`src/rtl/mem_pkg.sv`:
```
// Shared memory-op encodings, FSM states and error causes for the load/store stage.
package mem_pkg;
  localparam logic [2:0] MEMOP_B  = 3'b000;
  localparam logic [2:0] MEMOP_H  = 3'b001;
  localparam logic [2:0] MEMOP_W  = 3'b010;
  localparam logic [2:0] MEMOP_BU = 3'b100;
  localparam logic [2:0] MEMOP_HU = 3'b101;

  localparam logic [1:0] ERR_NONE     = 2'b00;
  localparam logic [1:0] ERR_MISALIGN = 2'b01;
  localparam logic [1:0] ERR_ILLEGAL  = 2'b10;
  localparam logic [1:0] ERR_TIMEOUT  = 2'b11;

  localparam int NUM_LANES = 4;

  typedef enum logic [1:0] {ST_IDLE, ST_ACCESS, ST_RESP, ST_ERR} state_e;

  typedef struct packed {
    logic                          we;
    logic [2:0]                    funct3;
    logic [1:0]                    off;
    logic [NUM_LANES-1:0]          wstrb;
    logic [NUM_LANES-1:0][7:0]     wdata;
  } acc_req_t;

  // Illegal encodings take priority over alignment faults.
  function automatic logic [1:0] classify(input logic rd, input logic wr,
                                          input logic [2:0] f3, input logic [1:0] a);
    logic legal_ld, legal_st;
    legal_ld = (f3 == MEMOP_B) || (f3 == MEMOP_H) || (f3 == MEMOP_W) ||
               (f3 == MEMOP_BU) || (f3 == MEMOP_HU);
    legal_st = (f3 == MEMOP_B) || (f3 == MEMOP_H) || (f3 == MEMOP_W);
    if (rd && wr)                                   return ERR_ILLEGAL;
    if (wr && !legal_st)                            return ERR_ILLEGAL;
    if (rd && !legal_ld)                            return ERR_ILLEGAL;
    if ((f3 == MEMOP_H || f3 == MEMOP_HU) && a[0])  return ERR_MISALIGN;
    if (f3 == MEMOP_W && a != 2'b00)                return ERR_MISALIGN;
    return ERR_NONE;
  endfunction
endpackage

```
`src/rtl/mem_access_unit_load_extend.sv`:
```
// Selects a byte/half/word from a bus word by byte offset and extends it per funct3.
module load_extend
  import mem_pkg::*;
(
  input  logic [31:0] mem_rdata,
  input  logic [1:0]  offset,
  input  logic [2:0]  funct3,
  output logic [31:0] ext_data
);
  logic [7:0]  b;
  logic [15:0] h;

  assign b = mem_rdata[8*offset +: 8];
  assign h = offset[1] ? mem_rdata[31:16] : mem_rdata[15:0];

  always_comb begin
    ext_data = mem_rdata;
    case (funct3)
      MEMOP_B:  ext_data = {{24{b[7]}}, b};
      MEMOP_H:  ext_data = {{16{h[15]}}, h};
      MEMOP_BU: ext_data = {24'h0, b};
      MEMOP_HU: ext_data = {16'h0, h};
      default:  ext_data = mem_rdata;
    endcase
  end
endmodule

```
`src/rtl/mem_access_unit.sv`:
```
// Load/store stage: classifies the decoder request, runs one bus transfer with
// req/ready handshake and timeout, and returns extended load data.
module mem_access_unit
  import mem_pkg::*;
#(
  parameter int ADDR_W  = 32,
  parameter int TIMEOUT = 16
) (
  input  logic              clk,
  input  logic              rst_n,
  input  logic              MemRd,
  input  logic              MemWr,
  input  logic [2:0]        funct3,
  input  logic [ADDR_W-1:0] addr,
  input  logic [31:0]       wdata,
  output logic [31:0]       rdata,
  output logic              stall,
  output logic              done,
  output logic              err,
  output logic [1:0]        err_cause,
  output logic              mem_req,
  output logic              mem_we,
  output logic [ADDR_W-1:0] mem_addr,
  output logic [3:0]        mem_wstrb,
  output logic [31:0]       mem_wdata,
  input  logic              mem_ready,
  input  logic [31:0]       mem_rdata
);
  localparam int CNT_W = $clog2(TIMEOUT + 1);

  state_e                    state, nxt;
  acc_req_t                  req_q, req_d;
  logic [ADDR_W-1:0]         addr_q;
  logic [CNT_W-1:0]          cnt;
  logic [1:0]                cause_d;
  logic [31:0]               ld_ext;
  logic [NUM_LANES-1:0][7:0] wdata_rep;
  logic                      any_req, timeout_hit;

  assign any_req     = MemRd | MemWr;
  assign timeout_hit = (cnt == CNT_W'(TIMEOUT - 1));

  // Lane replication: bytes go to every lane, halves to both half-lanes.
  for (genvar i = 0; i < NUM_LANES; i++) begin : g_lane
    assign wdata_rep[i] = (funct3[1:0] == 2'b00) ? wdata[7:0] :
                          (funct3[1:0] == 2'b01) ? wdata[8*(i%2) +: 8] :
                                                   wdata[8*i +: 8];
  end

  always_comb begin
    req_d        = '0;
    req_d.we     = MemWr;
    req_d.funct3 = funct3;
    req_d.off    = addr[1:0];
    req_d.wdata  = wdata_rep;
    if (MemWr) begin
      case (funct3[1:0])
        2'b00:   req_d.wstrb = 4'b0001 << addr[1:0];
        2'b01:   req_d.wstrb = 4'b0011 << {addr[1], 1'b0};
        default: req_d.wstrb = 4'b1111;
      endcase
    end
  end

  load_extend u_load_extend (
    .mem_rdata (mem_rdata),
    .offset    (req_q.off),
    .funct3    (req_q.funct3),
    .ext_data  (ld_ext)
  );

  always_ff @(posedge clk or negedge rst_n) begin
    if (!rst_n) begin
      state     <= ST_IDLE;
      req_q     <= '0;
      addr_q    <= '0;
      cnt       <= '0;
      rdata     <= '0;
      err_cause <= ERR_NONE;
    end else begin
      state <= nxt;
      case (state)
        ST_IDLE: if (any_req) begin
          err_cause <= cause_d;
          if (cause_d == ERR_NONE) begin
            req_q  <= req_d;
            addr_q <= {addr[ADDR_W-1:2], 2'b00};
            cnt    <= '0;
          end
        end
        ST_ACCESS: begin
          if (mem_ready) begin
            if (!req_q.we) rdata <= ld_ext;
          end else if (timeout_hit) begin
            err_cause <= ERR_TIMEOUT;
          end else begin
            cnt <= cnt + 1'b1;
          end
        end
        default: ;
      endcase
    end
  end

  always_comb begin
    nxt     = state;
    cause_d = ERR_NONE;
    case (state)
      ST_IDLE: if (any_req) begin
        cause_d = classify(MemRd, MemWr, funct3, addr[1:0]);
        nxt     = (cause_d == ERR_NONE) ? ST_ACCESS : ST_ERR;
      end
      ST_ACCESS: begin
        if (mem_ready)        nxt = ST_RESP;
        else if (timeout_hit) nxt = ST_ERR;
      end
      default: nxt = ST_IDLE;
    endcase
  end

  // Stall is gated by reset so every output reads 0 while rst_n is low.
  always_comb begin
    stall   = 1'b0;
    done    = 1'b0;
    err     = 1'b0;
    mem_req = 1'b0;
    case (state)
      ST_IDLE:   stall = rst_n & any_req;
      ST_ACCESS: begin stall = 1'b1; mem_req = 1'b1; end
      ST_RESP:   done = 1'b1;
      ST_ERR:    begin done = 1'b1; err = 1'b1; end
      default: ;
    endcase
  end

  assign mem_addr  = addr_q;
  assign mem_we    = mem_req & req_q.we;
  assign mem_wstrb = mem_req ? req_q.wstrb : 4'b0000;
  assign mem_wdata = req_q.wdata;
endmodule

```
`config.mk`:
```
export PLATFORM = sky130hd
export DESIGN_NAME = mem_access_unit
export DESIGN_NICKNAME = d
export VERILOG_FILES = /design/src/rtl/mem_pkg.sv /design/src/rtl/mem_access_unit_load_extend.sv /design/src/rtl/mem_access_unit.sv
export SDC_FILE = /design/constraint.sdc
export NUM_CORES = 1
export LEC_CHECK = 0
export ABC_AREA = 1
export BUFFER_PORTS_ARGS = -buffer_cell sky130_fd_sc_hd__buf_2
export CORE_MARGIN = 1.5
export CORE_UTILIZATION = 25
export DETAILED_ROUTE_END_ITERATION = 12
export PLACE_DENSITY = 0.46
export SYNTH_ARGS = -nofsm -noshare
export SYNTH_HDL_FRONTEND = slang
export SYNTH_HIERARCHICAL = 1
export SYNTH_SLANG_ARGS = --single-unit
export TNS_END_PERCENT = 30
```
`constraint.sdc`:
```
create_clock -name clk -period 2.38 [get_ports clk]
set_clock_uncertainty 0.05 [all_clocks]
set_input_delay 0.476 -clock clk [delete_from_list [all_inputs] [get_ports clk]]
set_output_delay 0.476 -clock clk [all_outputs]
set_load 0.005 [all_outputs]
```
# After elaboration in Yosys (flattened, before gate mapping)
# Index checks and enable logic that the tools add are counted.
[totals]
ff_bits = 113
wordCells = 133
[op_classes]
addsub = 1
n_eq_ne = 18
n_shift = 3
n_mux = 68
bitwise_logic = 4
reduce_logical = 26
[ops]
columns = ["operator", "count"]
rows = [
  ["case mux 32 bit (4 select lines)", 1],
  ["2-to-1 mux 2 bit", 22],
  ["2-to-1 mux 8 bit", 5],
  ["variable part select 32 x 6 -> 8 bit", 1],
  ["2-to-1 mux 1 bit", 28],
  ["2-to-1 mux 5 bit", 4],
  ["2-to-1 mux 16 bit", 1],
  ["equality test 3 bit (second input constant)", 4],
  ["inequality test 2 bit (second input constant)", 5],
  ["case mux 5 bit (2 select lines)", 1],
  ["zero test 2 bit", 4],
  ["2-to-1 mux 4 bit", 2],
  ["case mux 2 bit (2 select lines)", 2],
  ["case mux 4 bit (2 select lines)", 1],
  ["equality test 3 x 1 -> 1 bit (second input constant)", 2],
  ["zero test 3 bit", 2],
  ["AND reduction 3 bit", 2],
  ["adder 5 x 1 -> 5 bit (second input constant)", 1],
  ["equality test 5 x 4 -> 1 bit (second input constant)", 1],
  ["logical AND 1 bit", 5],
  ["logical OR 1 bit", 5],
  ["AND reduction 5 bit", 1],
  ["equality test 2 x 1 -> 1 bit (second input constant)", 2],
  ["equality test 2 bit (second input constant)", 2],
  ["other kinds (13)", 16],
]

# Depth between registers and ports, before layout
[logic_depth]
depth_word = 37
ltp_mapped = 11

# Modules after synthesis
# Netlist, hierarchy kept.
[modules_own_cells]
columns = ["mod", "n_inst", "cells_per_inst", "area_per_inst_um2"]
rows = [
  ["mem_access_unit", 1, 656, 5333.9],
  ["load_extend", 1, 194, 1054.8],
]

# Worst setup path after synthesis
# No wires, ideal clock.
[synth_timing]
path_type = "flip-flop to flip-flop"
start = "reg cnt[0]"
end = "reg cnt[3]"
setup_time_ns = 0.117
arrival_time_ns = 1.548
required_time_ns = 2.213
setup_slack_ns = 0.665
stages_incl_launch_ff = 10
n_path_buf = 0
synth_period_minus_slack_ns = 1.715
cell_sequence = "dfrtp_1 ha_1 and3_1 ha_1 inv_1 nor2_1 a21oi_1 nand3_1 nand2_1 nand2_1"
[synth_via]
elab_chain_len = 4
[synth_lines]
columns = ["element", "line_no", "source"]
rows = [
  ["start: declaration", "mem_access_unit.sv:34", "logic [CNT_W-1:0] cnt;"],
  ["start signal: assignment", "mem_access_unit.sv:97", "cnt <= cnt + 1'b1;"],
  ["adder 5 x 1 -> 5 bit", "mem_access_unit.sv:97", ""],
  ["2-to-1 mux 5 bit", "mem_access_unit.sv:94", "end else if (timeout_hit) begin"],
  ["2-to-1 mux 5 bit", "mem_access_unit.sv:92", "if (mem_ready) begin"],
  ["case mux 5 bit (2 select lines)", "mem_access_unit.sv:82", "case (state)"],
]
# Parallel ways exist; a longest one is shown, timed or not. The select of a mux whose other input is x is not followed.
# A chain may end at the register's enable or synchronous reset.

# Worst setup path in the final report
[layout_timing]
start = "reg state[1]"
end = "out mem_req"
[layout_via]
elab_chain_len = 2
[layout_lines]
columns = ["element", "line_no", "source"]
rows = [
  ["start: declaration", "mem_access_unit.sv:31", "state_e state, nxt;"],
  ["start signal: assignment", "mem_access_unit.sv:81", "state <= nxt;"],
  ["equality test 2 x 1 -> 1 bit", "mem_access_unit.sv:127", "case (state)"],
  ["2-to-1 mux 1 bit", "mem_access_unit.sv:127", ""],
  ["end: declaration", "mem_access_unit.sv:21", "output logic mem_req,"],
]
# Every way passes these cells.

==> impl_metrics.yaml <==
grt:
  antenna_found_initial: 1
  grt_pass1_vias: 5513
  grt_pass1_wl_mm: 29.29
  grt_usage_pct: 14.23
  grt_overflow: 0
  grt_max_degree: 114
logic_synthesis:
  yosysWarnings: 6
  ys_ff_latch: 113
  synth_cells: 850
  synth_edf_count: 0
  synth-main-ff-cell: "dfrtp_1"
  synth_area_mm2: 0.006389
  synth.distinct_cells: 35
  async_reset_ff_share_pct: 100.0
  ys_seq_area_share_pct: 44.26
  avgSynthCellArea_um2: 7.516
drt:
  first_pass_iters: 5
  routedWlPerCell_um: 13.71
  ant_nets: 0
  routed_wirelength_mm: 18.62
  drcViolationCount: 0
  viasPerCell: 4.211
  num_vias: 5718
  drtIter0Drc: 311
worst_setup_path:
  worstSetupEndpointType: "output port"
  path_max_fanout: 11
  cp.required_ps: 1850
  crit_type: "reg -> out"
  cp.arrival_ps: 1500
  worstSetupStartpointType: "flip-flop"
placement:
  port-buffer-count: 208
  dpl.hpwl_mm: 13.37
  place.gp.congestion: 0.8012
  dp_cells: 1326
timing:
  slew_headroom_pct: 53.20
  slew_viol_final: 0
  rsz0062_at_grt: "false"
  finalCritPeriodShare_pct: 85.28
  min_period_ps: 2030
  finalSetupViolCount: 0
  tightest_slew_ps: 702.0
  hold_viol: 0
  fmax_ghz: 0.4927
  fin_tns_setup_ps: 0
floorplanning:
  fp.dieW_um: 162.9
  die_area_mm2: 0.02652
  io_pins: 211
  die_y_um: 162.9
  rows: 58
  coreArea_mm2: 0.02511
  initial_utilization_pct: 25.44
flow_run:
  maxCapViolCount: 0
min_path:
  hold_class: "in -> async"
clocking:
  cts_setup_buffers: 0
  clock-sinks: 113
  clk_pin_slew_ps: 60
  cts_tree: "done"
  cts_resized: 0
  cts_root_buf: "clkbuf_16"
  worstSkewPairLatency_ps: 410
  cts.path.max_buffers: 2
  h-tree-depth: 4
  cts_buffers: 17
  postCtsHoldBufs: 0
finish:
  n_antenna_cell: 0
  final_cells: 1358
  area_growth_pct: 25.71
  drive_above_1_share_pct: 31.42
  nets: 1121
power_and_ir_drop:
  p_leak_nw: 4.644
  vdd_ir_drop_max_v: 0.0004631
  p_per_area_mw_per_mm2: 1216
status:
  status: "complete, no violations"
## layout by cell type, fill, tap and decap left out, types with 3 or more instances in the layout
cell	count
nand2_2	33
clkinvlp_4	5
clkbuf_16	17
o21ai_0	52
or2_1	3
buf_2	207
nand2_4	4
dfrtp_1	113
nand2_1	370
a22oi_1	7
nand3_1	45
inv_2	5
inv_1	71
inv_6	3
nand4_1	3
nor2_1	27
clkinv_4	3
or2_2	4
buf_12	4
buf_4	9
nand3_2	17
## area by class of cell
| type | instances | area (um^2) |
|---|---|---|
| Clock buffer | 18 | 439.2 |
| Clock inverter | 14 | 155.1 |
| Fill cell | 2840 | 17080 |
| Inverter | 77 | 296.5 |
| Multi-Input combinational cell | 586 | 2716 |
| Sequential cell | 113 | 2828 |
| Tap cell | 330 | 412.9 |
| Timing Repair Buffer | 220 | 1184 |
## power by group
| group | internal [mW] | switching, mW | total, mW | leakage, nW |
|---|---|---|---|---|
| clock network | 1.58 | 1.02 | 2.60 | 0.276 |
| registers | 2.77 | 0.498 | 3.27 | 1.43 |
| logic | 1.58 | 2.32 | 3.90 | 2.94 |
## critical path: stages, from the launching register on
cell and delay, ps:
dfrtp_1 410, inv_1 120, nand2_1 240, inv_1 190, buf_2 130
## metal layers
metal / global-route usage (%) / wire length (um) / vias to the layer above / part of all wire (%)
met4: 3.253 / 133 / 2 / 0.71
met2: 21.99 / 8412 / 176 / 45
met5: 0 / 13 / - / 0.070
met3: 4.915 / 1423 / 11 / 7.6
met1: 19.04 / 8635 / 2620 / 46
li1: - / - / 2909 / -
## flip-flops by register name (all words and copies together) (netlist names)
name	flops
err_cause	2
mem_addr	30
state	2
mem_wdata	32
rdata	32
req_q	10
cnt	5
## final timing paths
path,cells after the start,from,end,slack (ps)
setup / recovery,4,state[1],mem_req,350
min in group clk,3,addr[8],mem_addr[8],210
setup reg to reg,9,cnt[0],cnt[0],410
hold / removal,2,rst_n,rdata[2],110
max in group asynchronous,2,rst_n,mem_addr[14],1600
hold reg to reg,2,mem_addr[26],mem_addr[26],410
## cells by family (layout without fill, tap and decap cells)
kind of cell               after synthesis  in the layout  synth area share, %
adders and majority gates                2              2               0.3916
and+or+nand+nor                        516            516                36.17
xor gates and xnor gates                 2              2               0.2742
DFF                                    113            113                44.26
AOI/OAI and AO/OA                       64             64                5.425
buffers and inverters                  152            329                13.42
other                                    1              2              0.05870
## cells in the mapped netlist (all sizes together), types with 2 or more instances
library cell,n,area (um^2)
a21oi,2,10.01
a22oi,7,52.55
buf,62,511.7
clkbuf,13,48.80
dfrtp,113,2828
ha,2,25.02
inv,77,296.5
nand2,407,1640
nand3,62,395.4
nand4,4,31.28
nor2,31,163.9
nor3,2,15.01
o21a,2,15.01
o21ai,52,260.3
or2,7,43.79
## metrics by stage
step	hold WS [ps]	setup WS [ps]	util, %	cell area, um^2	total power [mW]
finish	107.6	350.4	31.99	8031	9.763
global route	191.1	235.4	31.99	8031	10.65
CTS	177.6	323.9	31.99	8031	9.979
detailed placement	403.2	433.9	29.62	7437	7.287
global placement	399.7	468.0	29.62	7437	7.264
floorplan	130.4	664.6	-	6392	6.126
No activity file was read; power rests on OpenSTA's default activity.
